<file path="src/rtl/vga_timing_pkg.sv">
// Shared 640x480@60 timing constants and the receive-side lock FSM encoding.
// Used by the sync monitor and anything that needs to agree with the display generator.
package vga_timing_pkg;

  localparam int H_TOTAL     = 800;
  localparam int V_TOTAL     = 525;
  localparam int H_SYNC      = 96;
  localparam int H_BACK      = 48;
  localparam int H_ACTIVE    = 640;
  localparam int V_SYNC      = 2;
  localparam int V_BACK      = 33;
  localparam int V_ACTIVE    = 480;
  localparam int LOCK_FRAMES = 2;

  typedef enum logic [1:0] {
    SEARCH  = 2'd0,
    MEASURE = 2'd1,
    LOCKED  = 2'd2
  } sync_state_e;

endpackage

</file>
<file path="src/rtl/sync_edge_det.sv">
// Rising-edge detector for a sync input; history only advances on pixel samples,
// so the edge pulse is qualified by PixEn.
module sync_edge_det (
  input  logic Clk,
  input  logic Reset,
  input  logic PixEn,
  input  logic Sync_in,
  output logic Rise
);

  logic prev_r;

  // Previous sampled sync level
  always_ff @(posedge Clk) begin
    if (Reset) begin
      prev_r <= 1'b0;
    end else if (PixEn) begin
      prev_r <= Sync_in;
    end else begin
      prev_r <= prev_r;
    end
  end

  assign Rise = PixEn & Sync_in & ~prev_r;

endmodule

</file>
<file path="src/rtl/vga_sync_monitor.sv">
// Receive-side VGA timing monitor: measures line/frame lengths, locks after
// consecutive conforming frames, then recovers X/Y and qualifies active pixels.
module vga_sync_monitor
  import vga_timing_pkg::*;
#(
  parameter int P_H_TOTAL     = H_TOTAL,
  parameter int P_V_TOTAL     = V_TOTAL,
  parameter int P_H_SYNC      = H_SYNC,
  parameter int P_H_BACK      = H_BACK,
  parameter int P_H_ACTIVE    = H_ACTIVE,
  parameter int P_V_SYNC      = V_SYNC,
  parameter int P_V_BACK      = V_BACK,
  parameter int P_V_ACTIVE    = V_ACTIVE,
  parameter int P_LOCK_FRAMES = LOCK_FRAMES
) (
  input  logic        Clk,
  input  logic        Reset,
  input  logic        PixEn,
  input  logic        Hsync_in,
  input  logic        Vsync_in,
  input  logic [23:0] Rgb_in,
  output logic        Locked,
  output logic        Pixel_Valid,
  output logic [9:0]  X,
  output logic [9:0]  Y,
  output logic [23:0] Rgb_out,
  output logic        Frame_Start,
  output logic [10:0] Line_Len,
  output logic [10:0] Frame_Lines,
  output logic        Err
);

  localparam logic [10:0] H_LAST  = 11'(P_H_TOTAL - 1);
  localparam logic [10:0] V_LAST  = 11'(P_V_TOTAL - 1);
  localparam logic [10:0] H_START = 11'(P_H_SYNC + P_H_BACK);
  localparam logic [10:0] H_END   = 11'(P_H_SYNC + P_H_BACK + P_H_ACTIVE - 1);
  localparam logic [10:0] V_START = 11'(P_V_SYNC + P_V_BACK);
  localparam logic [10:0] V_END   = 11'(P_V_SYNC + P_V_BACK + P_V_ACTIVE - 1);
  localparam logic [10:0] CNT_MAX = 11'h7FF;
  localparam logic [2:0]  LOCK_N  = 3'(P_LOCK_FRAMES);

  sync_state_e state_r, state_nxt_s;
  logic [10:0] h_cnt_r, v_cnt_r, h_cnt_nxt_s, v_cnt_nxt_s;
  logic [2:0]  good_r, good_nxt_s, good_inc_s;
  logic        line_bad_r, line_bad_nxt_s, err_set_s;
  logic        h_edge_s, v_edge_s;
  logic        h_ok_s, v_ok_s, h_bad_s, v_bad_s, h_miss_s, v_miss_s;
  logic        in_win_s, pix_s;
  logic        locked_r, pix_valid_r, frame_start_r, err_r;
  logic [9:0]  x_r, y_r;
  logic [23:0] rgb_r;
  logic [10:0] line_len_r, frame_lines_r;

  sync_edge_det u_hs_edge (
    .Clk     (Clk),
    .Reset   (Reset),
    .PixEn   (PixEn),
    .Sync_in (Hsync_in),
    .Rise    (h_edge_s)
  );

  sync_edge_det u_vs_edge (
    .Clk     (Clk),
    .Reset   (Reset),
    .PixEn   (PixEn),
    .Sync_in (Vsync_in),
    .Rise    (v_edge_s)
  );

  // A conforming edge arrives exactly when the counter sits on its last value;
  // the miss terms fire on the sample that would push the counter to the total.
  assign h_ok_s     = (h_cnt_r == H_LAST);
  assign v_ok_s     = (v_cnt_r == V_LAST);
  assign h_bad_s    = h_edge_s & ~h_ok_s;
  assign v_bad_s    = v_edge_s & ~v_ok_s;
  assign h_miss_s   = PixEn & ~h_edge_s & h_ok_s;
  assign v_miss_s   = h_edge_s & ~v_edge_s & v_ok_s;
  assign good_inc_s = good_r + 3'd1;

  assign in_win_s = (h_cnt_r >= H_START) && (h_cnt_r <= H_END) &&
                    (v_cnt_r >= V_START) && (v_cnt_r <= V_END);
  assign pix_s    = PixEn & locked_r & in_win_s;

  // Line and frame position counters
  always_comb begin
    h_cnt_nxt_s = h_cnt_r;
    v_cnt_nxt_s = v_cnt_r;
    if (h_edge_s) begin
      h_cnt_nxt_s = 11'd0;
    end else if (PixEn && (h_cnt_r != CNT_MAX)) begin
      h_cnt_nxt_s = h_cnt_r + 11'd1;
    end else begin
      h_cnt_nxt_s = h_cnt_r;
    end
    if (v_edge_s) begin
      v_cnt_nxt_s = 11'd0;
    end else if (h_edge_s && (v_cnt_r != CNT_MAX)) begin
      v_cnt_nxt_s = v_cnt_r + 11'd1;
    end else begin
      v_cnt_nxt_s = v_cnt_r;
    end
  end

  // Lock FSM next state
  always_comb begin
    state_nxt_s    = state_r;
    good_nxt_s     = good_r;
    line_bad_nxt_s = line_bad_r;
    err_set_s      = 1'b0;
    case (state_r)
      SEARCH: begin
        if (v_edge_s) begin
          state_nxt_s    = MEASURE;
          good_nxt_s     = 3'd0;
          line_bad_nxt_s = 1'b0;
        end else begin
          state_nxt_s = SEARCH;
        end
      end
      MEASURE: begin
        if (v_edge_s) begin
          // The line closed by a coincident Hsync belongs to the ending frame
          line_bad_nxt_s = 1'b0;
          if (v_ok_s && !line_bad_r && !h_bad_s) begin
            good_nxt_s = good_inc_s;
            if (good_inc_s == LOCK_N) begin
              state_nxt_s = LOCKED;
            end else begin
              state_nxt_s = MEASURE;
            end
          end else begin
            good_nxt_s = 3'd0;
          end
        end else if (h_bad_s) begin
          line_bad_nxt_s = 1'b1;
        end else begin
          line_bad_nxt_s = line_bad_r;
        end
      end
      LOCKED: begin
        if (h_bad_s || v_bad_s || h_miss_s || v_miss_s) begin
          err_set_s      = 1'b1;
          state_nxt_s    = SEARCH;
          good_nxt_s     = 3'd0;
          line_bad_nxt_s = 1'b0;
        end else begin
          state_nxt_s = LOCKED;
        end
      end
      default: begin
        state_nxt_s    = SEARCH;
        good_nxt_s     = 3'd0;
        line_bad_nxt_s = 1'b0;
      end
    endcase
  end

  // State, counters and registered outputs
  always_ff @(posedge Clk) begin
    if (Reset) begin
      state_r       <= SEARCH;
      h_cnt_r       <= 11'd0;
      v_cnt_r       <= 11'd0;
      good_r        <= 3'd0;
      line_bad_r    <= 1'b0;
      locked_r      <= 1'b0;
      err_r         <= 1'b0;
      frame_start_r <= 1'b0;
      pix_valid_r   <= 1'b0;
      x_r           <= 10'd0;
      y_r           <= 10'd0;
      rgb_r         <= 24'd0;
      line_len_r    <= 11'd0;
      frame_lines_r <= 11'd0;
    end else begin
      state_r       <= state_nxt_s;
      h_cnt_r       <= h_cnt_nxt_s;
      v_cnt_r       <= v_cnt_nxt_s;
      good_r        <= good_nxt_s;
      line_bad_r    <= line_bad_nxt_s;
      locked_r      <= (state_nxt_s == LOCKED);
      err_r         <= err_r | err_set_s;
      frame_start_r <= v_edge_s;
      pix_valid_r   <= pix_s;
      if (pix_s) begin
        x_r   <= 10'(h_cnt_r - H_START);
        y_r   <= 10'(v_cnt_r - V_START);
        rgb_r <= Rgb_in;
      end
      if (h_edge_s) begin
        line_len_r <= h_cnt_r + 11'd1;
      end
      if (v_edge_s) begin
        frame_lines_r <= v_cnt_r + 11'd1;
      end
    end
  end

  assign Locked      = locked_r;
  assign Pixel_Valid = pix_valid_r;
  assign X           = x_r;
  assign Y           = y_r;
  assign Rgb_out     = rgb_r;
  assign Frame_Start = frame_start_r;
  assign Line_Len    = line_len_r;
  assign Frame_Lines = frame_lines_r;
  assign Err         = err_r;

endmodule
</file>
<file path="config.mk">
export PLATFORM = sky130hd
export DESIGN_NAME = vga_sync_monitor
export DESIGN_NICKNAME = d
export VERILOG_FILES = /design/src/rtl/vga_timing_pkg.sv /design/src/rtl/sync_edge_det.sv /design/src/rtl/vga_sync_monitor.sv
export SDC_FILE = /design/constraint.sdc
export NUM_CORES = 1
export LEC_CHECK = 0
export ABC_AREA = 0
export BUFFER_PORTS_ARGS = -buffer_cell sky130_fd_sc_hd__buf_2
export CAP_MARGIN = 10
export CELL_PAD_IN_SITES_DETAIL_PLACEMENT = 0
export CELL_PAD_IN_SITES_GLOBAL_PLACEMENT = 1
export CORE_AREA = 3 3 110 112
export DETAILED_ROUTE_END_ITERATION = 8
export DIE_AREA = 0 0 113 115
export PLACE_DENSITY_LB_ADDON = 0.1
export REMOVE_ABC_BUFFERS = 1
export SLEW_MARGIN = 20
export SYNTH_ARGS = -nofsm -noshare
export SYNTH_HDL_FRONTEND = slang
export SYNTH_SLANG_ARGS = --single-unit
</file>
<file path="constraint.sdc">
create_clock -name Clk -period 3.43 [get_ports Clk]
set_input_delay 0.686 -clock Clk [delete_from_list [all_inputs] [get_ports Clk]]
set_output_delay 0.686 -clock Clk [all_outputs]
set_load 0.05 [all_outputs]
</file>
==> metrics <==
# DRC 0; fraction of the mapped netlist area in simple logic gates 0.193; Worst-path clk slew 70 ps; P_leak 2.20 nW; worst slew pin tran 815 ps; sequential area share after synthesis 0.405; fin crit share 0.797; sequential power share 0.518; flops & latches, synth 100; Synth Flop Type dfxtp_1; Horiz. Die Dim 113 microns; I/O Pins 99; Pre-Repair DR Iteration Count 5; Logic pwr share 0.080; Mapped Cells 563; Total Power 0.00231 W; placed insts 762; # setup viols final 0; Switching Share 0.252; global-route wire length before repair 20900 microns; dpl hpwl 8920 microns; routed via count 4328; Via density 5.56; Site Rows 39; Synth Area in Adders 0.0279; YS warnings 0; fin cells 778; min cycle time layout 2730 ps; f_max 366 MHz; drt first-iter violations 329; status complete, no violations; Inserted Clock Buffers 9; Pins Over Slew Limit 0; worst hold slack 454 ps; Reg2Reg Capture Point Rgb_out[11]; DIE AREA 0.0130 sq mm; routability cong. 0.809; average wire per standard cell 16.3 microns; # nets final 670; type of the most critical hold path flop to flop; Power Dens Cells 400 mW/mm^2; Peak VDD IR 0.226 mV; final hold violation count 0; reg2reg start h_cnt_r[5]; max-cap viol count 0; skew final 7.90 ps; CTS sink cnt 100; vias in the first global route 4034; grt ovf 0; Synth area leaders dfxtp_1 (41%), xnor2_1 (5.3%), a21oi_1 (5.0%); crit path capture Rgb_out[11]; Yosys top cell area share 0.405; core footprint 0.0113 sq mm; Critical Path Start h_cnt_r[5]; RSZ-0062 raised after global routing no; GRT Overall Usage 0.196; Root Driver clkbuf_16; critical path type flop to flop; largest net degree at the start of global routing 42; crit end category flop; Critical Path RT 3690 ps; setup repair bufs after CTS 0; Starting Density 0.436; Reg2Reg Depth 8; post_cts resized 0; Async S/R FF share, synth 0; max_slew headroom 0.452; Worst Path Arrival 3000 ps; area grow syn2layout 16.7%; Post-synth EDFFs 0; Internal Power 0.00173 W; synth unique cells 58; crit path max fanout 18; setup tns final 0 ps; CTS tree done; Max Buffers Root-to-Sink 2; setup slack, reg-to-reg 700 ps; antenna diode count 0; layout cells sized above 1 0.230; DRT antenna net count 0; Chip Height 115 microns; filler cell count 1102; Synth area leader dfxtp_1; CP startpoint kind flop; Clk Latency, worst-skew pair 340 ps; Synth Cell Area 0.00494 sq mm; DRT Wirelength 12600 microns; post-synthesis mux area share 0.0210; clock group share of total power 0.402; P_sw 0.000581 W; Avg Cell Area, Syn 8.77 sq um; Compound-Gate Fraction of Synth Area 0.217; combinational family with the most area after synthesis compound AO/OA/AOI/OAI gates; post-synthesis xor/xnor area fraction 0.0709; hold buffers post-CTS 0; H-tree Lvls 3; antenna violations before repair 0; PortBufs 98
[layer usage]
metal  vias up  wire length, microns  track usage
li1       2179                     -            -
met1      2017                  6300        0.288
met2       123                  5610        0.300
met3         9                   615       0.0316
met4         0                   119       0.0529
met5         -                     0            0
[final cells by class]
type | instances | area [sq um] | share of cell area
multi-input cells | 391 | 2640 | 0.458
flip-flops and latches | 100 | 2000 | 0.347
repair buffers | 116 | 626 | 0.109
clock buffers | 10 | 229 | 0.0397
well taps | 143 | 179 | 0.0310
inverters | 12 | 45.0 | 0.00782
clock inverters | 6 | 41.3 | 0.00716
[state kept, by name, indices dropped and copies added, names as in the netlist]
name and cells:
Frame_Lines 11, h_cnt_r 11, good_r 3, u_vs_edge.prev_r 1, Rgb_out 24, Locked 1
Pixel_Valid 1, v_cnt_r 11, line_bad_r 1, u_hs_edge.prev_r 1, Y 10, Line_Len 11
X 10, Err 1, state_r 2, Frame_Start 1
[cells by family after synthesis]
family	count (synthesis)
AND/OR/NAND/NOR	176
AO/OA/AOI/OAI	154
flip-flops	100
buffers and inverters	72
XOR/XNOR	40
adder cells (fa/ha/maj)	11
multiplexers	10
[critical path: stages, from the launching register on]
cell	delay (ps)
dfxtp_1	440
inv_1	140
ha_1	240
and4b_1	240
a2111oi_4	460
a2111o_1	540
buf_4	340
o31ai_1	110
a21oi_1	150
[cell usage after synthesis, drive strengths merged (10+ instances only)]
| library cell | instances |
|---|---|
| a211oi | 31 |
| a21oi | 49 |
| a31oi | 10 |
| buf | 27 |
| clkbuf | 33 |
| dfxtp | 100 |
| ha | 11 |
| inv | 12 |
| nand2 | 20 |
| nand4 | 36 |
| nor2 | 53 |
| o31ai | 32 |
| xnor2 | 30 |
| xor2 | 10 |
[power by group through the flow]
stage | Sequential (W) | Clock [W] | Combinational, W
finish | 0.00120 | 0.000928 | 0.000184
global route | 0.00120 | 0.00100 | 0.000200
CTS | 0.00120 | 0.000961 | 0.000187
detailed placement | 0.00122 | 0 | 0.000187
global placement | 0.00122 | 0 | 0.000185
floorplan | 0.00128 | 0 | 0.0000579
[through the flow]
| stage | setup WS (ps) | utilization | cell area (sq um) |
|---|---|---|---|
| 6_report | 698 | 0.509 | 5760 |
| 5_1_grt | 523 | 0.509 | 5760 |
| 3_3_place_gp | 784 | 0.485 | 5490 |
| 2_1_floorplan | 199 | - | 4660 |
| 3_5_place_dp | 751 | 0.485 | 5490 |
| 4_1_cts | 684 | 0.509 | 5760 |
[worst min-delay path by stage]
stage,start,endpoint,slack (ps),cells after the start
2_1_floorplan,good_r[1],good_r[1],460,2
3_3_place_gp,Frame_Lines[1],Frame_Lines[1],450,2
3_5_place_dp,Frame_Lines[1],Frame_Lines[1],440,2
4_1_cts,Frame_Lines[1],Frame_Lines[1],450,2
5_1_grt,Frame_Lines[1],Frame_Lines[1],480,2
6_report,Frame_Lines[1],Frame_Lines[1],450,2
[cells in the final DEF, fill, tap and decap left out, types with 2 or more instances in the layout]
| master | count |
|---|---|
| dfxtp_1 | 100 |
| buf_2 | 98 |
| nor2_1 | 53 |
| a21oi_1 | 49 |
| nand4_1 | 36 |
| o31ai_1 | 32 |
| a211oi_1 | 31 |
| xnor2_1 | 30 |
| nand2_1 | 20 |
| buf_4 | 18 |
| inv_1 | 12 |
| ha_1 | 11 |
| a31oi_1 | 10 |
| xor2_1 | 10 |
| nand2b_1 | 9 |
| nand3_1 | 9 |
| clkbuf_16 | 9 |
| nor3_1 | 8 |
| o21ai_0 | 8 |
| and3_1 | 7 |
| mux2i_1 | 7 |
| nor2b_1 | 6 |
| or3_1 | 6 |
| nor4_1 | 4 |
| or2_2 | 3 |
| mux2_1 | 3 |
| clkinvlp_4 | 3 |
| and2_1 | 2 |
| nand3b_1 | 2 |
| and4_1 | 2 |
| a21boi_0 | 2 |
| and4b_1 | 2 |
| a2111oi_0 | 2 |
| a2111oi_4 | 2 |
| a311oi_1 | 2 |
| clkinv_2 | 2 |
(Power assumes the default switching activity.)
